$ cat config.mk
export PLATFORM = sky130hd
export DESIGN_NAME = fetch_frontend
export DESIGN_NICKNAME = d
export VERILOG_FILES = /design/src/rtl/riscv_fetch_pkg.sv /design/src/rtl/fetch_fifo.sv /design/src/rtl/fetch_frontend.sv
export SDC_FILE = /design/constraint.sdc
export NUM_CORES = 1
export LEC_CHECK = 0
export BUFFER_PORTS_ARGS = -buffer_cell sky130_fd_sc_hd__clkbuf_2
export CORE_MARGIN = 5
export CORE_UTILIZATION = 58
export DETAILED_ROUTE_END_ITERATION = 10
export PLACE_DENSITY = 0.8
export SYNTH_ARGS = -nofsm -noshare
export SYNTH_HDL_FRONTEND = slang
export SYNTH_SLANG_ARGS = --single-unit
$ cat constraint.sdc
create_clock -name i_clk -period 5.8 [get_ports i_clk]
set_input_delay 0.87 -clock i_clk [delete_from_list [all_inputs] [get_ports i_clk]]
set_output_delay 0.87 -clock i_clk [all_outputs]
set_load 0.1 [all_outputs]
$ cat src/rtl/riscv_fetch_pkg.sv
// Shared types and helpers for the instruction-fetch front end.
package riscv_fetch_pkg;

    localparam int unsigned XLEN = 32;
    localparam logic [XLEN-1:0] INST_NOP = 32'h0000_0013;

    typedef struct packed {
        logic [XLEN-1:0] pc;
        logic [XLEN-1:0] inst;
    } fetch_entry_t;

    function automatic int unsigned fq_ptr_width(input int unsigned depth);
        return (depth > 1) ? $clog2(depth) : 1;
    endfunction

endpackage

$ cat src/rtl/fetch_fifo.sv
// Flushable synchronous FIFO of fetch entries; head is read straight out of storage registers.
module fetch_fifo
    import riscv_fetch_pkg::*;
#(
    parameter int unsigned DEPTH = 4,
    parameter type entry_t = fetch_entry_t,
    localparam int unsigned PTR_W = fq_ptr_width(DEPTH)
) (
    input  logic           clk,
    input  logic           rst,
    input  logic           flush,
    input  logic           push,
    input  entry_t         push_entry,
    input  logic           pop,
    output entry_t         head,
    output logic           valid,
    output logic [PTR_W:0] count
);

    entry_t           mem_q [DEPTH];
    logic [PTR_W-1:0] rd_ptr_q;
    logic [PTR_W-1:0] wr_ptr_q;
    logic [PTR_W:0]   count_q;

    // Pointers wrap naturally because DEPTH is a power of two.
    always_ff @(posedge clk) begin
        if (rst) begin
            rd_ptr_q <= '0;
            wr_ptr_q <= '0;
            count_q  <= '0;
            for (int unsigned i = 0; i < DEPTH; i++) begin
                mem_q[i] <= '0;
            end
        end else if (flush) begin
            rd_ptr_q <= '0;
            wr_ptr_q <= '0;
            count_q  <= '0;
        end else begin
            if (push) begin
                mem_q[wr_ptr_q] <= push_entry;
                wr_ptr_q        <= wr_ptr_q + PTR_W'(1);
            end
            if (pop) begin
                rd_ptr_q <= rd_ptr_q + PTR_W'(1);
            end
            case ({push, pop})
                2'b10:   count_q <= count_q + (PTR_W + 1)'(1);
                2'b01:   count_q <= count_q - (PTR_W + 1)'(1);
                default: count_q <= count_q;
            endcase
        end
    end

    assign head  = mem_q[rd_ptr_q];
    assign valid = (count_q != '0);
    assign count = count_q;

endmodule

$ cat src/rtl/fetch_frontend.sv
// Instruction-fetch front end: PC, credit-based issue to a 1-cycle synchronous memory,
// redirect with kill of the outstanding read, and a fetch queue toward decode.
module fetch_frontend
    import riscv_fetch_pkg::*;
#(
    parameter int unsigned           DATA_WIDTH          = 32,
    parameter int unsigned           INST_MEM_ADDR_WIDTH = 10,
    parameter logic [DATA_WIDTH-1:0] RESET_PC            = '0,
    parameter int unsigned           FQ_DEPTH            = 4
) (
    input  logic                           i_clk,
    input  logic                           i_rst,
    output logic [INST_MEM_ADDR_WIDTH-1:0] o_addr_inst,
    output logic                           o_req_inst,
    input  logic [DATA_WIDTH-1:0]          i_rdata_inst,
    input  logic                           i_redirect,
    input  logic [DATA_WIDTH-1:0]          i_redirect_pc,
    output logic                           o_valid,
    input  logic                           i_ready,
    output logic [DATA_WIDTH-1:0]          o_inst,
    output logic [DATA_WIDTH-1:0]          o_pc,
    output logic [DATA_WIDTH-1:0]          o_pc_plus4
);

    localparam int unsigned PTR_W = fq_ptr_width(FQ_DEPTH);

    typedef struct packed {
        logic [DATA_WIDTH-1:0] pc;
        logic [DATA_WIDTH-1:0] inst;
    } entry_t;

    logic [DATA_WIDTH-1:0] pc_q, pc_d;
    logic [DATA_WIDTH-1:0] req_pc_q, req_pc_d;
    logic                  inflight_q, inflight_d;
    logic                  kill_q, kill_d;

    logic [PTR_W:0] fq_count;
    logic           fq_valid;
    logic           issue;
    logic           push;
    logic           pop;
    entry_t         push_entry;
    entry_t         head;
    logic           unused_redirect_lsb;

    assign unused_redirect_lsb = ^i_redirect_pc[1:0];

    // Credit uses registered occupancy only, so a same-cycle pop never frees a slot early.
    assign issue = !i_rst && !i_redirect &&
                   (({1'b0, fq_count} + (PTR_W + 2)'(inflight_q)) < (PTR_W + 2)'(FQ_DEPTH));

    assign o_req_inst  = issue;
    assign o_addr_inst = pc_q[INST_MEM_ADDR_WIDTH+1:2];

    assign push            = inflight_q && !kill_q && !i_redirect;
    assign push_entry.pc   = req_pc_q;
    assign push_entry.inst = i_rdata_inst;
    assign pop             = fq_valid && i_ready;

    always_comb begin
        pc_d       = pc_q;
        req_pc_d   = req_pc_q;
        inflight_d = 1'b0;
        kill_d     = 1'b0;
        if (i_redirect) begin
            pc_d   = {i_redirect_pc[DATA_WIDTH-1:2], 2'b00};
            kill_d = inflight_q;
        end else if (issue) begin
            pc_d       = pc_q + DATA_WIDTH'(4);
            req_pc_d   = pc_q;
            inflight_d = 1'b1;
        end
    end

    always_ff @(posedge i_clk) begin
        if (i_rst) begin
            pc_q       <= RESET_PC;
            req_pc_q   <= '0;
            inflight_q <= 1'b0;
            kill_q     <= 1'b0;
        end else begin
            pc_q       <= pc_d;
            req_pc_q   <= req_pc_d;
            inflight_q <= inflight_d;
            kill_q     <= kill_d;
        end
    end

    fetch_fifo #(
        .DEPTH   (FQ_DEPTH),
        .entry_t (entry_t)
    ) u_fifo (
        .clk        (i_clk),
        .rst        (i_rst),
        .flush      (i_redirect),
        .push       (push),
        .push_entry (push_entry),
        .pop        (pop),
        .head       (head),
        .valid      (fq_valid),
        .count      (fq_count)
    );

    assign o_valid    = fq_valid;
    assign o_inst     = head.inst;
    assign o_pc       = head.pc;
    assign o_pc_plus4 = head.pc + DATA_WIDTH'(4);

endmodule
# Yosys cells after proc, flatten, opt, wreduce, memory -nomap -nowiden

Memory sizes are Yosys's and may differ from the RTL's. A register that Yosys moved wholly into a read port is not among the register bits.
Index checks and enable logic that the tools add are counted.

Mux-type cells: 15
Eq/ne operators: 2
Reduce and logical (&&, ||, !) cells: 15
Magnitude comparators: 1
$add $sub $neg: 7
Bitwise operators: 1

Operators with widths:

| cell                                                                 | count |
|---|---|
| 32-bit by 3-bit adder with 32-bit output, second input constant      | 2 |
| 32-bit 2-to-1 mux                                                    | 2 |
| 64-bit 2-to-1 mux                                                    | 1 |
| 64-bit OR reduction                                                  | 1 |
| 1-bit 2-to-1 mux                                                     | 8 |
| 2-bit 2-to-1 mux                                                     | 3 |
| 3-bit one-hot mux with 2 select lines                                | 1 |
| 1-bit logical AND                                                    | 5 |
| 2-bit by 1-bit adder with 2-bit output, second input constant        | 2 |
| 3-bit by 1-bit adder with 4-bit output                               | 1 |
| 4-bit by 3-bit < comparator with 1-bit output, second input constant | 1 |
| 2-bit nonzero test                                                   | 2 |
| 2-bit OR reduction                                                   | 2 |
| 3-bit by 1-bit adder with 3-bit output, second input constant        | 1 |
| 1-bit zero test                                                      | 3 |
| 3-bit nonzero test                                                   | 1 |
| 3-bit by 1-bit subtractor with 3-bit output, second input constant   | 1 |
| 2-bit by 1-bit == test with 1-bit output, second input constant      | 1 |
| 2-bit == test, second input constant                                 | 1 |
| 2-bit AND reduction                                                  | 1 |
| 1-bit inverter                                                       | 1 |

Memories: 1
Register bits after elaboration: 73
Input bits: 68
RAM bits: 256

Memories:

| name         | depth | width | rd ports | clocked after Yosys merged registers in | wr ports | RTL line         | text |
|---|---|---|---|---|---|---|---|
| u_fifo.mem_q | 4     | 64    | 1        | 1                                       | 4        | fetch_fifo.sv:20 | `entry_t mem_q [DEPTH];` |

# Logic depth before layout (Yosys ltp)

Gate-level depths: netlist of the first run.

Depth in word-level cells: 9
Depth in mapped cells: 10

# Hierarchy

From an unflattened synthesis of the first run, not the netlist that was laid out.

Cells, all modules: 1200
Area, all modules: 14954.3 um^2

By module, submodules not included:

| module         | cells each | area an instance (um^2) | times used |
|---|---|---|---|
| fetch_fifo     | 738        | 11344.6                 | 1 |
| fetch_frontend | 462        | 3609.7                  | 1 |

# Worst setup path before layout of the first run

No wires, ideal clock.

Kind: reg2out
Start point: register (tool-made name)
End point: output port o_pc_plus4[28]
Arrival time: 3.936 ns
Path buffers: 3
Cell stages (with the launch flop): 10
Path slack: 0.994 ns
Path through: dfxtp_1 buf_4 buf_4 mux4_2 ha_1 and2_1 and3_1 clkbuf_1 nand4_1 xnor2_1

RTL lines:

| what          | RTL line             | text |
|---|---|---|
| end, declared | fetch_frontend.sv:22 | `output logic [DATA_WIDTH-1:0] o_pc_plus4` |

==> flow_summary.ini, run 1 <==
[status]
status = finished, final reports clean

[clocking]
ctsLongestPathBuffers = 3
cts.sinks = 319
clock-root-buffer = clkbuf_16
ctsResizeCount = 0
clkLatencyLatePin_ns = 0.55
path_clk_slew_ns = 0.06
htreeDepth = 1
post_cts.repair.setup_buffers = 0
cts_tree = done
numCtsBuffers = 31
hold_buffers = 0

[floorplan]
io_pins = 176
die_w_um = 166.4
dieHeight_um = 166.4
core_mm2 = 0.02418
start_util = 0.5869
dieArea_mm2 = 0.02769
rows = 57

[global_routing]
grt_max_degree = 69
antenna_found_initial = 0
overflow = 0
grtUsageTotal = 0.2264
grt_pass1_wl_um = 50940
grt_pass1_vias = 9415

[worst_setup_path]
endpoint_kind = primary output
worstPathMaxFanout = 44
cp_slowest_cell = dfxtp_4
critical_path_class = reg2out
rrSetupSlack_ns = 3.14
r2r-start = u_fifo.count[0]$_SDFFE_PP0P_
start_kind = flip-flop
reg2reg_to = pc_q[20]$_SDFFE_PP0P_
arrival_ns = 3.82
path_cells = mux4_2 > ha_1 > and2_1 > and3_1 > nand4_1 > xnor2_1 > clkbuf_2
cpPeakStageDelay_ns = 0.93
crit_required_ns = 4.93
reg2reg_depth = 8

[sta]
fin_skew_ns = 0.01506
max_freq_mhz = 213.4
tns_ns = 0
setup_viol_count_final = 0
rsz0062_at_grt = no
period_share = 0.8079
timing.final.ws_setup_ns = 1.114
relSlewSlack = 0.2982
final_hold_viol_count = 0
tightest_slew_ns = 1.053
period_minus_slack_ns = 4.686
final_max_slew_viol_count = 0

[routing]
ant_nets = 0
wl_per_cell_um = 19.24
route.vias.total = 9587
drt_iter0_markers = 977
wl_um = 31910
drc = 0
drt_pre_antenna_iters = 5
viasPerCell = 5.782

[placed_design]
portBuffers = 169
gp_congestion = 0.8277
dpl.cell_count = 1605
dpl_worst_slack_ns = 1.595
post-dp-hpwl_um = 19660

[yosys]
synth_top_area_cell = edfxtp_1
synth.most_common_cell = edfxtp_1
ys_ff_latch = 319
synth_area_per_cell_um2 = 12.06
synth-async-reset-ratio = 0
synth_top_area_frac = 0.5248
synth-edff-count = 248
synth_commonest_cells = edfxtp_1, nor2_1, nand2_1
ys_warn_count = 0
ys_types = 49
synth_ff_type = edfxtp_1
syn_inst = 1177
syn-cell-area_mm2 = 0.01419
yosysSeqAreaShare = 0.6250
netlist_top_cells_area = edfxtp_1, dfxtp_1, mux4_2

[power_and_ir_drop]
total_power_mw = 5.120
p_leak_nw = 6.345
peakVddDrop_v = 0.0001987
powerDensity_mw_per_mm2 = 316.6

[worst_hold_path]
min_from = inflight_q$_SDFF_PP0_
min_path_type = reg2reg
min_to = kill_q$_SDFF_PP0_
holdPathStages = 2

[finish]
area_growth_pct = 13.96
n_fill_cell = 1714
fin_nets = 1386
finish.utilization = 0.6688
antennaDiodeCount = 0
drive_above_1_share = 0.2316
instances_no_fill = 1658

[run]
maxCapViolations = 0
logic make-up after synthesis:
logic type      Yosys count  synth area share
compound gates          115           0.04717
xor+xnor                 34           0.02099
fa+ha+maj                 4          0.004056
buf+inv                 159           0.05026
flops                   319            0.6250
mux                      66            0.1015
other cells               1         0.0002643
simple gates            479            0.1508
final cells by class:
type                            instances  area [um2]  share of cell area
Timing Repair Buffer                  185       965.9             0.05973
Clock buffer                           43       904.6             0.05594
Tap cell                              324       405.4             0.02507
Inverter                               75       281.5             0.01741
Sequential cell                       319        8874              0.5487
Multi-Input combinational cell        702        4657              0.2880
Clock inverter                         10       82.58            0.005107
stage by stage:
step           cell area [um2]  hold slack (ns)
2_1_floorplan            14200           0.4232
3_3_place_gp             15180           0.4336
3_5_place_dp             15180           0.4459
4_1_cts                  16170           0.4526
5_1_grt                  16170           0.4852
6_report                 16170           0.4571
worst max-delay path by stage:
stage                    from              to  slack, ns  cells past startpoint
global placement    flip-flop  o_pc_plus4[30]       1.67                      7
CTS                 flip-flop  o_pc_plus4[31]       1.02                      6
global route        flip-flop  o_pc_plus4[31]       0.72                      6
detailed placement  flip-flop  o_pc_plus4[31]       1.60                      6
finish              flip-flop  o_pc_plus4[30]       1.11                      7
floorplan           flip-flop  o_pc_plus4[28]       0.99                      9
layout by cell type, fill, tap and decap left out, drive strengths merged, types with 4 or more instances in the layout:
cell type    n
a21oi       59
buf         16
inv         74
or4          4
and3        11
nor4         5
nand3       18
or2          4
mux4        62
nor3         8
nor2       175
a31oi       18
xor2        10
nand4       24
o21ai       16
dfxtp       71
clkinv       9
xnor2       24
and2        44
edfxtp     248
nand2      169
clkbuf     212
conb         4
a22oi        4
a32oi        4
or3          9
routing by layer:
| layer | track usage | wire [um] | up-vias |
|---|---|---|---|
| li1 | - | - | 4436 |
| met1 | 0.3210 | 12990 | 4652 |
| met2 | 0.3786 | 15590 | 456 |
| met3 | 0.03247 | 2749 | 43 |
| met4 | 0.05194 | 580 | 0 |
| met5 | 0 | 0 | - |
sequential cells by signal, indices dropped and copies added, names as in the netlist, named ones only:
| name | count |
|---|---|
| u_fifo.count | 3 |
| u_fifo.rd_ptr_q | 2 |
| pc_q | 30 |
| kill_q | 1 |
| u_fifo.wr_ptr_q | 2 |
| req_pc_q | 30 |
| inflight_q | 1 |
| u_fifo.mem_q | 248 |
worst max-delay path, delay by kind of cell (launching register included):
family | cells | cell delay, ns
flip-flops | 1 | 0.93
AND/OR/NAND/NOR | 3 | 0.75
multiplexers | 1 | 0.69
buffers and inverters | 1 | 0.48
adder cells (fa/ha/maj) | 1 | 0.26
XOR/XNOR | 1 | 0.13
power by group:
group          internal (mW)  leakage (nW)  switching, mW
clock network           1.13         0.483          0.816
registers               2.55          3.14         0.0452
logic                  0.109          2.73          0.476
Power figures use the tool's default switching activity.
==> inputs of run 2 (changes only) <==
CORE_UTILIZATION = 53   (was 58)
PLACE_DENSITY = 0.77   (was 0.8)
clock period = 3.8 ns   (was 5.8 ns; I/O delays follow)
==> run 2 against run 1 <==
  * Critical path depth stayed put
  * Flip-flop and latch count unchanged
  * Clock skew up 0.0023 ns
  * Worst hold slack got worse by 0.14 ns
  * Die area is 8.9% higher
  * Largest cell class unchanged
  * Largest power group unchanged
==> flow_summary.ini, run 2 (synthesized netlist as in run 1, its figures left out) <==
[status]
status = finished, final reports clean

[finish]
drive_above_1_share = 0.2642
instances_no_fill = 1690
fin_nets = 1404
largest_register_ffs = 248
reg_top3 = u_fifo.mem_q x248, pc_q x30, req_pc_q x30
n_fill_cell = 1931
antennaDiodeCount = 0
regMostFlops = u_fifo.mem_q
layout_common_cells = edfxtp_1, nor2_1, nand2_1
finish.utilization = 0.6490
final_common_cell = edfxtp_1
area_growth_pct = 19.86

[placed_design]
dpl.cell_count = 1624
post-dp-hpwl_um = 20280
gp_congestion = 0.8341
portBuffers = 169

[routing]
viasPerCell = 5.685
wl_per_cell_um = 19.22
drt_iter0_markers = 967
ant_nets = 0
route.vias.total = 9607
wl_um = 32490
drc = 0
drt_pre_antenna_iters = 5

[clocking]
ctsLongestPathBuffers = 3
cts.sinks = 319
hold_buffers = 0
clock-root-buffer = clkbuf_16
htreeDepth = 2
path_clk_slew_ns = 0.06
numCtsBuffers = 34
cts_tree = done
clkLatencyLatePin_ns = 0.49

[floorplan]
io_pins = 176
dieHeight_um = 173.6
core_mm2 = 0.02621
start_util = 0.5415
dieArea_mm2 = 0.03015
die_w_um = 173.6
rows = 59

[global_routing]
grt_max_degree = 68
antenna_found_initial = 0
grtUsageTotal = 0.2126
grt_pass1_wl_um = 51700
grt_pass1_vias = 9660
overflow = 0

[sta]
final_hold_viol_count = 0
hold_ws_ns = 0.3172
period_share = 0.9271
fin_skew_ns = 0.01740
setup_viol_count_final = 0
max_freq_mhz = 283.8
tightest_slew_ns = 1.205
rsz0062_at_grt = no
relSlewSlack = 0.1935
final_max_slew_viol_count = 0
period_minus_slack_ns = 3.523

[worst_setup_path]
arrival_ns = 2.95
reg2reg_depth = 5
worstPathMaxFanout = 12
start_kind = flip-flop
critical_path_class = reg2out
endpoint_kind = primary output
crit_required_ns = 3.23

[worst_hold_path]
min_path_type = in2reg
holdPathStages = 3

[power_and_ir_drop]
p_leak_nw = 6.746
powerDensity_mw_per_mm2 = 473.3
p_seq_frac = 0.491
power.share.combinational = 0.120
total_power_mw = 8.049
p_clk_frac = 0.389
p_sw_mw = 2.089
p_int_mw = 5.960
switching_share = 0.2596
peakVddDrop_v = 0.0002733

[run]
maxCapViolations = 0
[run 2: what timing repair did]
item | CTS | global route
gates resized for setup | 0 | 3
endpoints found under the hold margin | 0 | 0
buffers inserted | 0 | 7
endpoints found under the setup margin | 0 | 10
[run 2: power by group through the flow]
stage          Combinational [mW]  Sequential, mW  Clock [mW]
2_1_floorplan               0.761            4.00           0
3_3_place_gp                0.961            4.02           0
3_5_place_dp                0.966            4.03           0
4_1_cts                     0.968            3.96        3.18
5_1_grt                      1.00            3.97        3.32
6_report                    0.964            3.96        3.13
[run 2: cell type report]
cell class	instances	area, um2	area share
clock buffer	42	913.4	0.05370
clock inverter	17	145.1	0.008534
inverter	75	281.5	0.01655
multi-input combinational	702	4930	0.2899
sequential	319	8874	0.5217
tap	335	419.2	0.02464
timing repair buffer	200	1445	0.08497
[run 2: critical path, cell delays in order (launching register included)]
cell,delay (ns)
dfxtp_4,0.45
mux4_2,0.62
ha_1,0.26
and2_1,0.21
and3_2,0.34
nand4_1,0.23
xnor2_4,0.15
buf_12,0.19
[run 2: metal layers]
metal  vias up  global-route usage  share of wire  wire [um]
li1       4464                   -              -          -
met1      4715              0.2971           0.42      13600
met2       378              0.3517           0.49      15880
met3        50             0.03860          0.072       2342
met4         0             0.05180          0.020        659
met5         -                   0              0          0
[run 2: final timing paths]
check	from	end	slack, ns
hold reg to reg	inflight_q$_SDFF_PP0_	kill_q$_SDFF_PP0_	0.46
setup reg to reg	pc_q[9]$_SDFFE_PP0P_	pc_q[29]$_SDFFE_PP0P_	1.41
hold / removal	i_redirect_pc[9]	pc_q[9]$_SDFFE_PP0P_	0.32
setup / recovery	flip-flop	o_pc_plus4[30]	0.28
[run 2: stage by stage]
step | TNS [ns] | instance area [um2] | setup slack, ns
floorplan | -0.2635 | 14470 | -0.2073
global placement | 0 | 15890 | 0.5865
detailed placement | 0 | 15890 | 0.5388
CTS | 0 | 16950 | 0.01498
global route | 0 | 17010 | 0.1487
finish | 0 | 17010 | 0.2770
